--- src/rtl/cpa_pipe_nbits_if.sv ---
// Operand/result handshake bundle for the pipelined carry-propagate adder.
// The adder drives the slave side; the producer/consumer side uses master.
interface cpa_pipe_nbits_if #(
  parameter int BITS = 40
);
  logic            in_valid;
  logic            in_ready;
  logic [BITS-1:0] a;
  logic [BITS-1:0] b;
  logic            ci;
  logic            sub;
  logic            out_valid;
  logic            out_ready;
  logic [BITS-1:0] s;
  logic            co;
  logic            ovf;

  modport master (
    output in_valid, a, b, ci, sub, out_ready,
    input  in_ready, out_valid, s, co, ovf
  );

  modport slave (
    input  in_valid, a, b, ci, sub, out_ready,
    output in_ready, out_valid, s, co, ovf
  );
endinterface

--- src/rtl/cpa_pipe_nbits.sv ---
// Pipelined carry-propagate adder: one SW-bit segment resolved per stage,
// carry registered between stages, global stall on output backpressure.
module cpa_pipe_nbits #(
  parameter int BITS   = 40,
  parameter int STAGES = 4
) (
  input logic             clk,
  input logic             rst,
  cpa_pipe_nbits_if.slave bus
);
  localparam int SW = BITS / STAGES;

  if (STAGES < 1 || (BITS % STAGES) != 0) begin : g_bad_param
    $error("cpa_pipe_nbits: BITS must be a non-zero multiple of STAGES");
  end

  logic            advance;
  logic            vld_st [STAGES+1];
  logic            cy_st  [STAGES+1];
  logic [BITS-1:0] sum_st [STAGES+1];
  logic [BITS-1:0] a_st   [STAGES];
  logic [BITS-1:0] b_st   [STAGES];
  logic            ovf_w;

  assign advance      = bus.out_ready | ~bus.out_valid;
  assign bus.in_ready = advance;

  // Index 0 is the conditioned operand beat feeding stage 0.
  assign vld_st[0] = bus.in_valid;
  assign cy_st[0]  = bus.sub | bus.ci;
  assign sum_st[0] = '0;
  assign a_st[0]   = bus.a;
  assign b_st[0]   = bus.sub ? ~bus.b : bus.b;

  assign bus.out_valid = vld_st[STAGES];
  assign bus.s         = sum_st[STAGES];
  assign bus.co        = cy_st[STAGES];
  assign bus.ovf       = ovf_w;

  genvar gi;
  for (gi = 0; gi < STAGES; gi++) begin : g_stage
    logic            vld_q, vld_d;
    logic            cy_q, cy_d;
    logic [BITS-1:0] sum_q, sum_d;
    logic [SW:0]     seg_sum;
    logic            load;

    // Data only moves with a valid beat, so the output holds its last result
    // while bubbles pass through.
    assign load    = advance & vld_st[gi];
    assign seg_sum = {1'b0, a_st[gi][gi*SW +: SW]}
                   + {1'b0, b_st[gi][gi*SW +: SW]}
                   + {{SW{1'b0}}, cy_st[gi]};

    always_comb begin
      vld_d = advance ? vld_st[gi] : vld_q;
      cy_d  = cy_q;
      sum_d = sum_q;
      if (load) begin
        cy_d                = seg_sum[SW];
        sum_d               = sum_st[gi];
        sum_d[gi*SW +: SW]  = seg_sum[SW-1:0];
      end
    end

    always_ff @(posedge clk or posedge rst) begin
      if (rst) begin
        vld_q <= 1'b0;
        cy_q  <= 1'b0;
        sum_q <= '0;
      end else begin
        vld_q <= vld_d;
        cy_q  <= cy_d;
        sum_q <= sum_d;
      end
    end

    assign vld_st[gi+1] = vld_q;
    assign cy_st[gi+1]  = cy_q;
    assign sum_st[gi+1] = sum_q;

    if (gi < STAGES-1) begin : g_fwd
      logic [BITS-1:0] a_q, a_d;
      logic [BITS-1:0] b_q, b_d;

      always_comb begin
        a_d = a_q;
        b_d = b_q;
        if (load) begin
          a_d = a_st[gi];
          b_d = b_st[gi];
        end
      end

      always_ff @(posedge clk or posedge rst) begin
        if (rst) begin
          a_q <= '0;
          b_q <= '0;
        end else begin
          a_q <= a_d;
          b_q <= b_d;
        end
      end

      assign a_st[gi+1] = a_q;
      assign b_st[gi+1] = b_q;
    end else begin : g_last
      logic ovf_q, ovf_d;

      // Carry into the MSB is recovered as a ^ b ^ sum at that bit.
      always_comb begin
        ovf_d = ovf_q;
        if (load) begin
          ovf_d = a_st[gi][BITS-1] ^ b_st[gi][BITS-1] ^ seg_sum[SW-1] ^ seg_sum[SW];
        end
      end

      always_ff @(posedge clk or posedge rst) begin
        if (rst) begin
          ovf_q <= 1'b0;
        end else begin
          ovf_q <= ovf_d;
        end
      end

      assign ovf_w = ovf_q;
    end
  end
endmodule

--- src/flat_wrapper.sv ---
// flat-port wrapper written by rule: the top's interface ports become plain ports
module cpa_pipe_nbits_flat 
#(
  parameter int BITS   = 40,
  parameter int STAGES = 4
)
  (clk, rst, bus_in_valid, bus_a, bus_b, bus_ci, bus_sub, bus_out_ready, bus_in_ready, bus_out_valid, bus_s, bus_co, bus_ovf);
  cpa_pipe_nbits_if #(.BITS(BITS)) bus_i ();
  input logic clk;
  input logic rst;
  input wire logic [$bits(bus_i.in_valid)-1:0] bus_in_valid;
  input wire logic [$bits(bus_i.a)-1:0] bus_a;
  input wire logic [$bits(bus_i.b)-1:0] bus_b;
  input wire logic [$bits(bus_i.ci)-1:0] bus_ci;
  input wire logic [$bits(bus_i.sub)-1:0] bus_sub;
  input wire logic [$bits(bus_i.out_ready)-1:0] bus_out_ready;
  output wire logic [$bits(bus_i.in_ready)-1:0] bus_in_ready;
  output wire logic [$bits(bus_i.out_valid)-1:0] bus_out_valid;
  output wire logic [$bits(bus_i.s)-1:0] bus_s;
  output wire logic [$bits(bus_i.co)-1:0] bus_co;
  output wire logic [$bits(bus_i.ovf)-1:0] bus_ovf;
  assign bus_i.in_valid = bus_in_valid;
  assign bus_i.a = bus_a;
  assign bus_i.b = bus_b;
  assign bus_i.ci = bus_ci;
  assign bus_i.sub = bus_sub;
  assign bus_i.out_ready = bus_out_ready;
  assign bus_in_ready = bus_i.in_ready;
  assign bus_out_valid = bus_i.out_valid;
  assign bus_s = bus_i.s;
  assign bus_co = bus_i.co;
  assign bus_ovf = bus_i.ovf;
  cpa_pipe_nbits #(.BITS(BITS), .STAGES(STAGES)) u_core (.clk(clk), .rst(rst), .bus(bus_i));
endmodule
--- config.mk ---
export PLATFORM = sky130hd
export DESIGN_NAME = cpa_pipe_nbits_flat
export DESIGN_NICKNAME = d
export VERILOG_FILES = /design/src/rtl/cpa_pipe_nbits_if.sv /design/src/rtl/cpa_pipe_nbits.sv /design/src/flat_wrapper.sv
export SDC_FILE = /design/constraint.sdc
export NUM_CORES = 1
export LEC_CHECK = 0
export CAP_MARGIN = 20
export CORE_MARGIN = 2
export CORE_UTILIZATION = 60
export DETAILED_ROUTE_END_ITERATION = 8
export GPL_TIMING_DRIVEN = 0
export HOLD_SLACK_MARGIN = 0.02
export PLACE_DENSITY_LB_ADDON = 0.15
export SLEW_MARGIN = 40
export SYNTH_ARGS = -nofsm -noshare
export SYNTH_HDL_FRONTEND = slang
export SYNTH_SLANG_ARGS = --single-unit
--- constraint.sdc ---
create_clock -name clk -period 11.15 [get_ports clk]
set_input_delay 1.6725 -clock clk [delete_from_list [all_inputs] [get_ports clk]]
set_output_delay 1.6725 -clock clk [all_outputs]
set_load 0.01 [all_outputs]
## Yosys cells after proc, flatten, opt, wreduce, memory -nomap -nowiden

Index checks and enable logic that the tools add are counted.

| storage, ports and cells | value |
|---|---|
| bits in writable memories | 0 |
| output and inout bits | 44 |
| register bits after elaboration | 349 |
| memories kept | 0 |
| bits in latches | 0 |
| bits of input ports | 86 |
| ROM bits | 0 |
| word-level logic and storage cells | 39 |

| operators by class | value |
|---|---|
| shifts and indexed selects | 0 |
| multiply operators | 0 |
| equal/unequal tests | 0 |
| magnitude comparators | 0 |
| $add $sub $neg | 8 |
| bitwise operators | 11 |
| divide/modulo/power cells | 0 |
| reduce and logical (&&, ||, !) cells | 0 |
| muxes and demuxes | 1 |

Operators with widths:

| cell | count |
|---|---|
| $add 10x10->11 | 4 |
| $add 11x1->11 | 4 |
| $mux 40 | 1 |
| $not 40->40 | 1 |
| $and 1x1->1 | 4 |
| $xor 1x1->1 | 3 |
| $or 1x1->1 | 2 |
| $not 1->1 | 1 |

## Logic depth before layout (Yosys ltp)

Gate-level depths: netlist (run 1).

| logic depth | value |
|---|---|
| depth after elaboration | 4 |
| depth in mapped cells | 11 |
| mapped depth without buffers | 9 |

## Worst setup path before layout (run 1)

OpenSTA, ideal clock, no wires.

| timing path | value |
|---|---|
| path kind | in2reg |
| from | input bus_sub |
| to | register u_core.g_stage[0].cy_q |
| data required time | 11.024 ns |
| slack | 7.014 ns |
| path buffers | 2 |
| data arrival time | 4.011 ns |
| stages on the path | 11 |
| library setup time | 0.126 ns |
| path through | clkbuf_1 > buf_2 > or2_2 > fa_1 > fa_1 > a211oi_1 > o21bai_1 > a21oi_1 > o21ai_1 > a21oi_1 > o22ai_1 |

| between the ends | value |
|---|---|
| cells in the longest elaborated chain, start to end | 3 |
| elaborated cells between the ends (all ways) | 4 |
| classes of those cells | add/sub: 2; mux: 1; bitwise: 1 |

Ends and longest elaborated chain:

| item | line | RTL |
|---|---|---|
| start, declared | flat_wrapper.sv:15 | `input wire logic [$bits(bus_i.sub)-1:0] bus_sub;` |
| $mux 40 | cpa_pipe_nbits.sv:33 | `assign b_st[0] = bus.sub ? ~bus.b : bus.b;` |
| $add 10x10->11 | cpa_pipe_nbits.sv:52 | `+ {1'b0, b_st[gi][gi*SW +: SW]}` |
| $add 11x1->11 (*) | cpa_pipe_nbits.sv:53 | `+ {{SW{1'b0}}, cy_st[gi]};` |
| end signal, assigned | cpa_pipe_nbits.sv:73 | `cy_q <= cy_d;` |
| end, declared | cpa_pipe_nbits.sv:43 | `logic cy_q, cy_d;` |

Mark *: on every way between the ends. The rest lies on a longest branch, timed or not.
A chain may end at the register's enable or synchronous reset.

## Worst setup path in the final report (run 1)

| timing path | value |
|---|---|
| from | input bus_out_ready |
| to | output bus_in_ready |

| between the ends | value |
|---|---|
| cells in the longest elaborated chain, start to end | 1 |

Ends and longest elaborated chain:

| item | line | RTL |
|---|---|---|
| start, declared | flat_wrapper.sv:16 | `input wire logic [$bits(bus_i.out_ready)-1:0] bus_out_ready;` |
| $or 1x1->1 | cpa_pipe_nbits.sv:25 | `assign advance = bus.out_ready \| ~bus.out_valid;` |
| end, declared | flat_wrapper.sv:17 | `output wire logic [$bits(bus_i.in_ready)-1:0] bus_in_ready;` |

No other way between the ends.

==> qor.log, run 1 <==
[status] outcome finished, final reports clean
[final_layout] Area Overhead vs Synth 22.7%
[yosys] post-synthesis cell type with the largest combined area dfrtp_1
[final_layout] NumNets Final 1172
[pwr] Sw Ratio 32.9%
[timing] RSZ-0062 raised after global routing no
[pwr] share of total power in combinational logic 39.7%
[floorplanning] area enclosed by the die boundary 0.0183 sq mm
[timing] max-slew violation count 0
[timing] upper clock frequency limit 210 MHz
[floorplanning] die span in x 135 um
[pwr] Reg power frac 39.9%
[floorplanning] starting utilization of the core area 61.9%
[grt] grt ovf 0
[floorplanning] placeable core area 0.0167 sq mm
[yosys] netlist area before placement 0.0103 sq mm
[pwr] Worst VDD drop 0.165 mV
[floorplanning] count of pins on the block boundary 130
[detailed_routing] number of DRC markers in iteration 0 363
[placement] final HPWL from detailed placement 14800 um
[yosys] sequential fraction of the synthesis area 55.5%
[setup_path] worst-case reg-to-reg path depth 9
[timing] count of final hold-check violations 0
[placement] total instance count after detailed placement 1237
[clock_network] clock-pin transition on the worst setup and hold timing paths 0.06 ns
[placement] IO buf count 128
[final_layout] Antenna Cells 0
[flow_run] reported max-cap violation count 0
[final_layout] ratio of cells with drive above 1 in the final layout 18.4%
[pwr] leakage power of the design 5.79 nW
[yosys] Post-synth EDFFs 0
[grt] number of antenna violations at the first check in global routing 1
[floorplanning] count of standard-cell rows 47
[setup_path] startpoint class of the critical path input pin
[timing] Setup TNS 0 ns
[grt] largest net degree at the start of global routing 76
[yosys] Mapped Cells 886
[yosys] number of distinct library cells after synthesis 45
[grt] total global-route track usage 23.5%
[pwr] power per standard cell area 276 mW/mm^2
[detailed_routing] antenna violation net count after detailed routing 0
[clock_network] maximum number of buffers from clock root to sink 3
[hold_path] hold depth 2
[yosys] flops & latches, synth 229
[pwr] internal power 2.35 mW
[timing] clock tree skew after final layout 0.00895 ns
[clock_network] worst skew pair latency 0.50 ns
[detailed_routing] mean routed wirelength per cell 15.9 um
[timing] final critical path time including I/O delays and setup 4.76 ns
[clock_network] number of post-CTS setup repair buffers 0
[detailed_routing] routed wire length 20200 um
[yosys] proportion of register bits with asynchronous set or reset after synthesis 100%
[clock_network] CTS Buf Count 23
[final_layout] layout filler cell count 1163
[yosys] Mean Syn Cell Area 11.7 sq um
[yosys] synthesized netlist net count 1016
[clock_network] H-tree depth 1
[setup_path] Worst Path Arrival 3.09 ns
[pwr] part of the power in the clock network 20.3%
[detailed_routing] number of vias per cell after detailed routing 5.34
[detailed_routing] detailed-router iteration count before antenna repair 4
[timing] normalized max-slew margin 57.6%
[setup_path] maximum fanout along the worst path 10
[floorplanning] die outline height 135 um
[timing] share of the clock period used by the worst path 42.7%
[grt] number of global-route vias before repair 7084
[setup_path] data required time of the critical path 9.48 ns
[clock_network] # resized after CTS 0
[clock_network] Sinks on Clock Net 229
[setup_path] endpoint type of the worst setup path output port
[timing] count of endpoints failing setup in the final report 0
[clock_network] CTS tree yes
[pwr] Sw Pwr 1.15 mW
[grt] wire length of the first global-routing pass 34200 um
[detailed_routing] via count 6811
[yosys] dominant synthesized flop cell dfrtp_1
[final_layout] number of standard cells in the final layout excluding fillers 1275
[setup_path] category of the most critical setup path input pin to output port
[yosys] count of warnings emitted by yosys 0
[timing] measured slew at the worst slew-check pin 0.635 ns
[placement] final estimated routing congestion in global placement 0.804
[hold_path] worst min path class register to register
[yosys] cell types with the largest area share after synthesis dfrtp_1 55%, mux2_2 14%, nand2_1 6.2%
[yosys] fraction of synthesized cell area taken by the top area cell type 55.5%
[clock_network] clock root cell clkbuf_16
[clock_network] Hold Buf Count CTS 0
[detailed_routing] total DRC errors in the routed layout 0
-- logic make-up after synthesis --
logic type	Yosys count	synth area share [%]
flip-flops	229	55.5
AND/OR/NAND/NOR	215	8.38
AO/OA/AOI/OAI	153	8.73
multiplexers	125	13.6
XOR/XNOR	67	5.68
buffers and inverters	53	2.20
adder cells (fa/ha/maj)	44	5.91
-- power groups by stage --
stage / combinational, mW / clock [mW] / sequential, mW
CTS: 1.41 / 0.727 / 1.40
global route: 1.56 / 0.761 / 1.44
global placement: 1.34 / 0 / 1.39
detailed placement: 1.39 / 0 / 1.41
floorplan: 0.979 / 0 / 1.38
finish: 1.39 / 0.713 / 1.40
-- registers in the layout, summed over array words and instances, names as in the netlist --
register                  count
u_core.g_stage.vld_q          3
u_core.g_stage.sum_q         60
u_core.bus.out_valid          1
u_core.bus.ovf                1
u_core.bus.s                 40
u_core.g_stage.g_fwd.b_q     60
u_core.bus.co                 1
u_core.g_stage.cy_q           3
u_core.g_stage.g_fwd.a_q     60
-- synthesized netlist by cell type, types with 2 or more instances --
library cell / number
a21o_1: 8
o21a_1: 3
o21ai_0: 78
o21bai_1: 3
dfrtp_1: 229
o31a_1: 3
xnor2_1: 37
inv_1: 14
fa_1: 8
nand2b_1: 6
ha_1: 36
o21ai_1: 7
nor3_1: 2
o211ai_1: 2
a211oi_2: 2
nand3_1: 2
a21oi_1: 25
mux2_2: 124
buf_2: 23
nor4_1: 2
and2_1: 2
xor2_1: 30
nor2b_1: 4
nor2_1: 21
a211oi_1: 10
a211o_1: 2
nand2_1: 171
clkbuf_1: 15
-- through the flow --
stage | hold slack (ns) | utilization (%) | setup WS [ns] | power, mW | cell area [sq um]
floorplan | 0.436 | - | 3.20 | 2.36 | 10300
global placement | 0.447 | 71.2 | 0.530 | 2.73 | 11900
detailed placement | 0.459 | 71.7 | 6.38 | 2.80 | 12000
CTS | 0.474 | 75.9 | 6.38 | 3.53 | 12700
global route | 0.492 | 75.9 | 6.32 | 3.76 | 12700
finish | 0.470 | 75.9 | 6.39 | 3.50 | 12700
-- placed cells by master, fill, tap and decap left out, drive strengths merged, types with 2 or more instances in the layout --
cell type	instances
fa	8
a211o	2
nor4	2
a211oi	12
mux2	124
nand2b	6
xor2	30
o21ai	85
o21bai	3
o211ai	2
clkdlybuf4s50	128
nand3	2
a21oi	26
inv	14
o31a	3
and2	2
buf	27
o21a	4
clkinv	5
nor2b	4
ha	36
xnor2	37
nor3	3
a21o	9
dfrtp	229
nand2	172
nor2	21
clkbuf	48
-- cell type report --
type	count	area, sq um	area share [%]
inverter	14	60.1	0.474
timing repair buffer	131	1360	10.8
clock buffer	33	673	5.31
sequential	229	5730	45.2
multi-input combinational	604	4370	34.5
tap	220	275	2.17
buffer	39	175	1.38
clock inverter	5	25.0	0.197
-- final timing paths --
check / startpoint / endpoint / slack (ns)
setup reg to reg: u_core.g_stage[1].g_fwd.a_q[20] / u_core.g_stage[2].cy_q / 8.88
setup / recovery: bus_out_ready / bus_in_ready / 6.39
min in group asynchronous: rst / u_core.g_stage[2].sum_q[23] / 1.55
hold reg to reg: u_core.g_stage[0].g_fwd.a_q[27] / u_core.g_stage[0].g_fwd.a_q[27] / 0.47
hold / removal: u_core.g_stage[0].g_fwd.a_q[27] / u_core.g_stage[0].g_fwd.a_q[27] / 0.47
max in group asynchronous: rst / u_core.g_stage[0].sum_q[0] / 8.70
-- per-layer routing --
metal | vias up | part of all wire (%) | GRT usage, % | wire length [um]
li1 | 3325 | - | - | -
met1 | 3303 | 42 | 30.6 | 8580
met2 | 145 | 50 | 41.0 | 10200
met3 | 36 | 5.0 | 4.19 | 1010
met4 | 2 | 2.4 | 6.19 | 482
met5 | - | 0.059 | 0 | 12
-- critical path, cell delays in order --
cell             delay [ns]
clkdlybuf4s50_1        0.49
nand2b_1               0.13
buf_2                  0.22
clkdlybuf4s50_1        0.57
(Power assumes the default switching activity.)
==> inputs of run 2 (changes only) <==
--- a/config.mk
+++ b/config.mk
@@ -7,7 +7,7 @@
 export LEC_CHECK = 0
 export CAP_MARGIN = 20
 export CORE_MARGIN = 2
-export CORE_UTILIZATION = 60
+export CORE_UTILIZATION = 56
 export DETAILED_ROUTE_END_ITERATION = 8
 export GPL_TIMING_DRIVEN = 0
 export HOLD_SLACK_MARGIN = 0.02
==> constraint.sdc (replaced) <==
create_clock -name clk -period 4.95 [get_ports clk]
set_input_delay 0.7425 -clock clk [delete_from_list [all_inputs] [get_ports clk]]
set_output_delay 0.7425 -clock clk [all_outputs]
set_load 0.01 [all_outputs]
==> qor.log, run 2 (synthesis gave the netlist of run 1 again) <==
[status] outcome finished, final reports clean
[clock_network] CTS tree yes
[setup_path] maximum fanout along the worst path 10 [unchanged]
[clock_network] H-tree depth 1 [unchanged]
[final_layout] layout filler cell count 1326 [+14%]
[clock_network] CTS Buf Count 24 [+4.3%]
[grt] total global-route track usage 21.8% [-1.7 points]
[timing] count of final hold-check violations 0 [unchanged]
[timing] measured slew at the worst slew-check pin 0.603 ns [-0.0319 ns]
[clock_network] clock root cell clkbuf_16
[clock_network] worst skew pair latency 0.51 ns [about the same]
[floorplanning] die span in x 140 um [+3.4%]
[setup_path] Largest delay share family, worst path compound AO/OA/AOI/OAI gates
[timing] final critical path time including I/O delays and setup 3.01 ns
[setup_path] category of the most critical setup path input pin to register
[setup_path] Reg2Reg Capture Point u_core.g_stage[2].cy_q
[setup_path] endpoint type of the worst setup path register
[pwr] power per standard cell area 631 mW/mm^2 [+130%]
[pwr] post-route total power 8.20 mW [+130%]
[final_layout] leading cell type in the layout, fill and taps excluded dfrtp_1
[setup_path] startpoint class of the critical path input pin
[grt] wire length of the first global-routing pass 34500 um [+0.69%]
[detailed_routing] antenna violation net count after detailed routing 0 [unchanged]
[detailed_routing] number of DRC markers in iteration 0 327 [-9.9%]
[floorplanning] starting utilization of the core area 57.3% [-4.5 points]
[hold_path] worst min path class register to register
[floorplanning] count of standard-cell rows 49 [+4.3%]
[detailed_routing] routed wire length 20500 um [+1.4%]
[final_layout] post-layout utilization of the core 72.0% [-3.9 points]
[placement] final estimated routing congestion in global placement 0.767 [-4.6%]
[final_layout] NumNets Final 1180 [+0.68%]
[clock_network] number of post-CTS setup repair buffers 0 [unchanged]
[placement] final HPWL from detailed placement 15200 um [+2.4%]
[timing] clock tree skew after final layout 0.00848 ns [-0.000472 ns]
[setup_path] startpoint of the most critical setup path bus_sub
[detailed_routing] number of vias per cell after detailed routing 5.25 [-1.8%]
[setup_path] largest stage delay on the critical path 0.46 ns [-0.11 ns]
[timing] RSZ-0062 raised after global routing no
[grt] number of antenna violations at the first check in global routing 1 [unchanged]
[floorplanning] die outline height 140 um [+3.4%]
[detailed_routing] total DRC errors in the routed layout 0 [unchanged]
[pwr] Worst VDD drop 0.419 mV [+150%]
[setup_path] slack of the worst reg-to-reg path 2.69 ns [-6.19 ns]
[clock_network] Sinks on Clock Net 229 [unchanged]
[final_layout] largest registers u_core.g_stage.g_fwd.a_q (60), u_core.g_stage.g_fwd.b_q (60), u_core.g_stage.sum_q (60)
[timing] upper clock frequency limit 332 MHz
[clock_network] maximum number of buffers from clock root to sink 3 [unchanged]
[clock_network] clock-pin transition on the worst setup and hold timing paths 0.06 ns [about the same]
[timing] max-slew violation count 0 [unchanged]
[setup_path] launch point of the worst reg-to-reg path u_core.g_stage[1].g_fwd.a_q[20]
[flow_run] reported max-cap violation count 0 [unchanged]
[grt] number of global-route vias before repair 6859 [-3.2%]
[timing] normalized max-slew margin 59.8% [+2.1 points]
[setup_path] endpoint of the worst setup timing path u_core.g_stage[0].cy_q
[setup_path] sum of buffers and inverters on the critical path 2 [-1]
[setup_path] worst-case reg-to-reg path depth 9 [unchanged]
[detailed_routing] mean routed wirelength per cell 15.8 um [-0.40%]
[timing] share of the clock period used by the worst path 60.8%
[floorplanning] placeable core area 0.0180 sq mm [+7.9%]
[detailed_routing] via count 6810 [-0.015%]
[clock_network] Hold Buf Count CTS 0 [unchanged]
[detailed_routing] detailed-router iteration count before antenna repair 4 [unchanged]
[placement] IO buf count 128 [unchanged]
[final_layout] commonest cells after routing, fill and taps aside 229 x dfrtp_1, 171 x nand2_1, 128 x clkdlybuf4s50_1
[pwr] leakage power of the design 5.91 nW [+2.1%]
[final_layout] Area Overhead vs Synth 25.7%
[grt] grt ovf 0 [unchanged]
[setup_path] Worst Path Arrival 3.40 ns [+0.31 ns]
[grt] largest net degree at the start of global routing 27 [-64%]
[setup_path] CP Cell Sequence clkbuf_1, buf_2, or2_2, fa_1, fa_1, a211oi_1, o21bai_1, a21oi_1, o21ai_1, a21oi_1, o22ai_1
[clock_network] # resized after CTS 0 [unchanged]
[setup_path] data required time of the critical path 5.34 ns [-4.14 ns]
[setup_path] crit path max-delay cell type fa_1
[floorplanning] count of pins on the block boundary 130 [unchanged]
[setup_path] critical path depth in cells 11 [+7]
[floorplanning] area enclosed by the die boundary 0.0195 sq mm [+6.9%]
[timing] count of endpoints failing setup in the final report 0 [unchanged]
[final_layout] ratio of cells with drive above 1 in the final layout 19.3% [+0.90 points]
[run 2: cell types whose count changed in the layout (fill, tap and decap cells not counted), sizes merged]
cell,change
buf,+7
bufinv,+4
clkinvlp,+4
clkinv,-1
diode,+1
inv,-1
[run 2: area by class of cell]
cell class	count	area [sq um]	share of cell area, %
clock inverter	11	163	1.25
inverter	14	56.3	0.434
multi-input combinational	604	4370	33.7
tap	229	287	2.21
antenna	1	2.50	0.0193
buffer	39	175	1.35
clock buffer	33	686	5.28
sequential	229	5730	44.1
timing repair buffer	138	1510	11.6
[run 2: worst register-to-register path, cell delays in order, from the launching register on]
cell and delay, ns:
dfrtp_1 0.41, fa_1 0.51, inv_1 0.12, fa_1 0.21, nor2b_1 0.06, o31a_1 0.27, nor4_1 0.24, nor3_2 0.10
a21oi_1 0.14, o21ai_0 0.08
[run 2: worst min path at each step]
stage	start	to	slack [ns]	depth (start not counted)
after floorplan	u_core.g_stage[2].vld_q	u_core.bus.out_valid	0.44	2
after global placement	u_core.g_stage[2].vld_q	u_core.bus.out_valid	0.45	2
after detailed placement	u_core.g_stage[0].g_fwd.a_q[24]	u_core.g_stage[0].g_fwd.a_q[24]	0.46	2
after CTS	u_core.g_stage[0].g_fwd.a_q[24]	u_core.g_stage[0].g_fwd.a_q[24]	0.47	2
after global routing	u_core.g_stage[1].sum_q[14]	u_core.g_stage[1].sum_q[14]	0.50	1
final	u_core.g_stage[0].g_fwd.a_q[22]	u_core.g_stage[0].g_fwd.a_q[22]	0.47	2
[run 2: power by group]
part	leakage, nW	total, mW	switching (mW)	internal, mW
registers	2.82	3.15	0.452	2.69
clock network	0.408	1.90	0.718	1.18
logic	2.69	3.16	1.48	1.68
[run 2: per-stage QoR]
| stage | instance area (sq um) | hold slack (ns) | cells | worst slack (ns) | setup TNS [ns] |
|---|---|---|---|---|---|
| after floorplan | 10300 | 0.436 | 886 | 1.21 | 0 |
| after global placement | 11900 | 0.449 | 1243 | -0.411 | -90.30 |
| after detailed placement | 12100 | 0.459 | 1253 | 1.41 | 0 |
| after CTS | 13000 | 0.473 | 1297 | 1.92 | 0 |
| after global routing | 13000 | 0.496 | 1297 | 1.66 | 0 |
| final | 13000 | 0.472 | 1298 | 1.94 | 0 |
[run 2: metal layers]
layer,track usage [%],vias up,routed length [um]
li1,-,3368,-
met1,29.5,3285,9010
met2,36.9,128,10200
met3,4.06,29,959
met4,5.16,0,383
met5,0,-,0
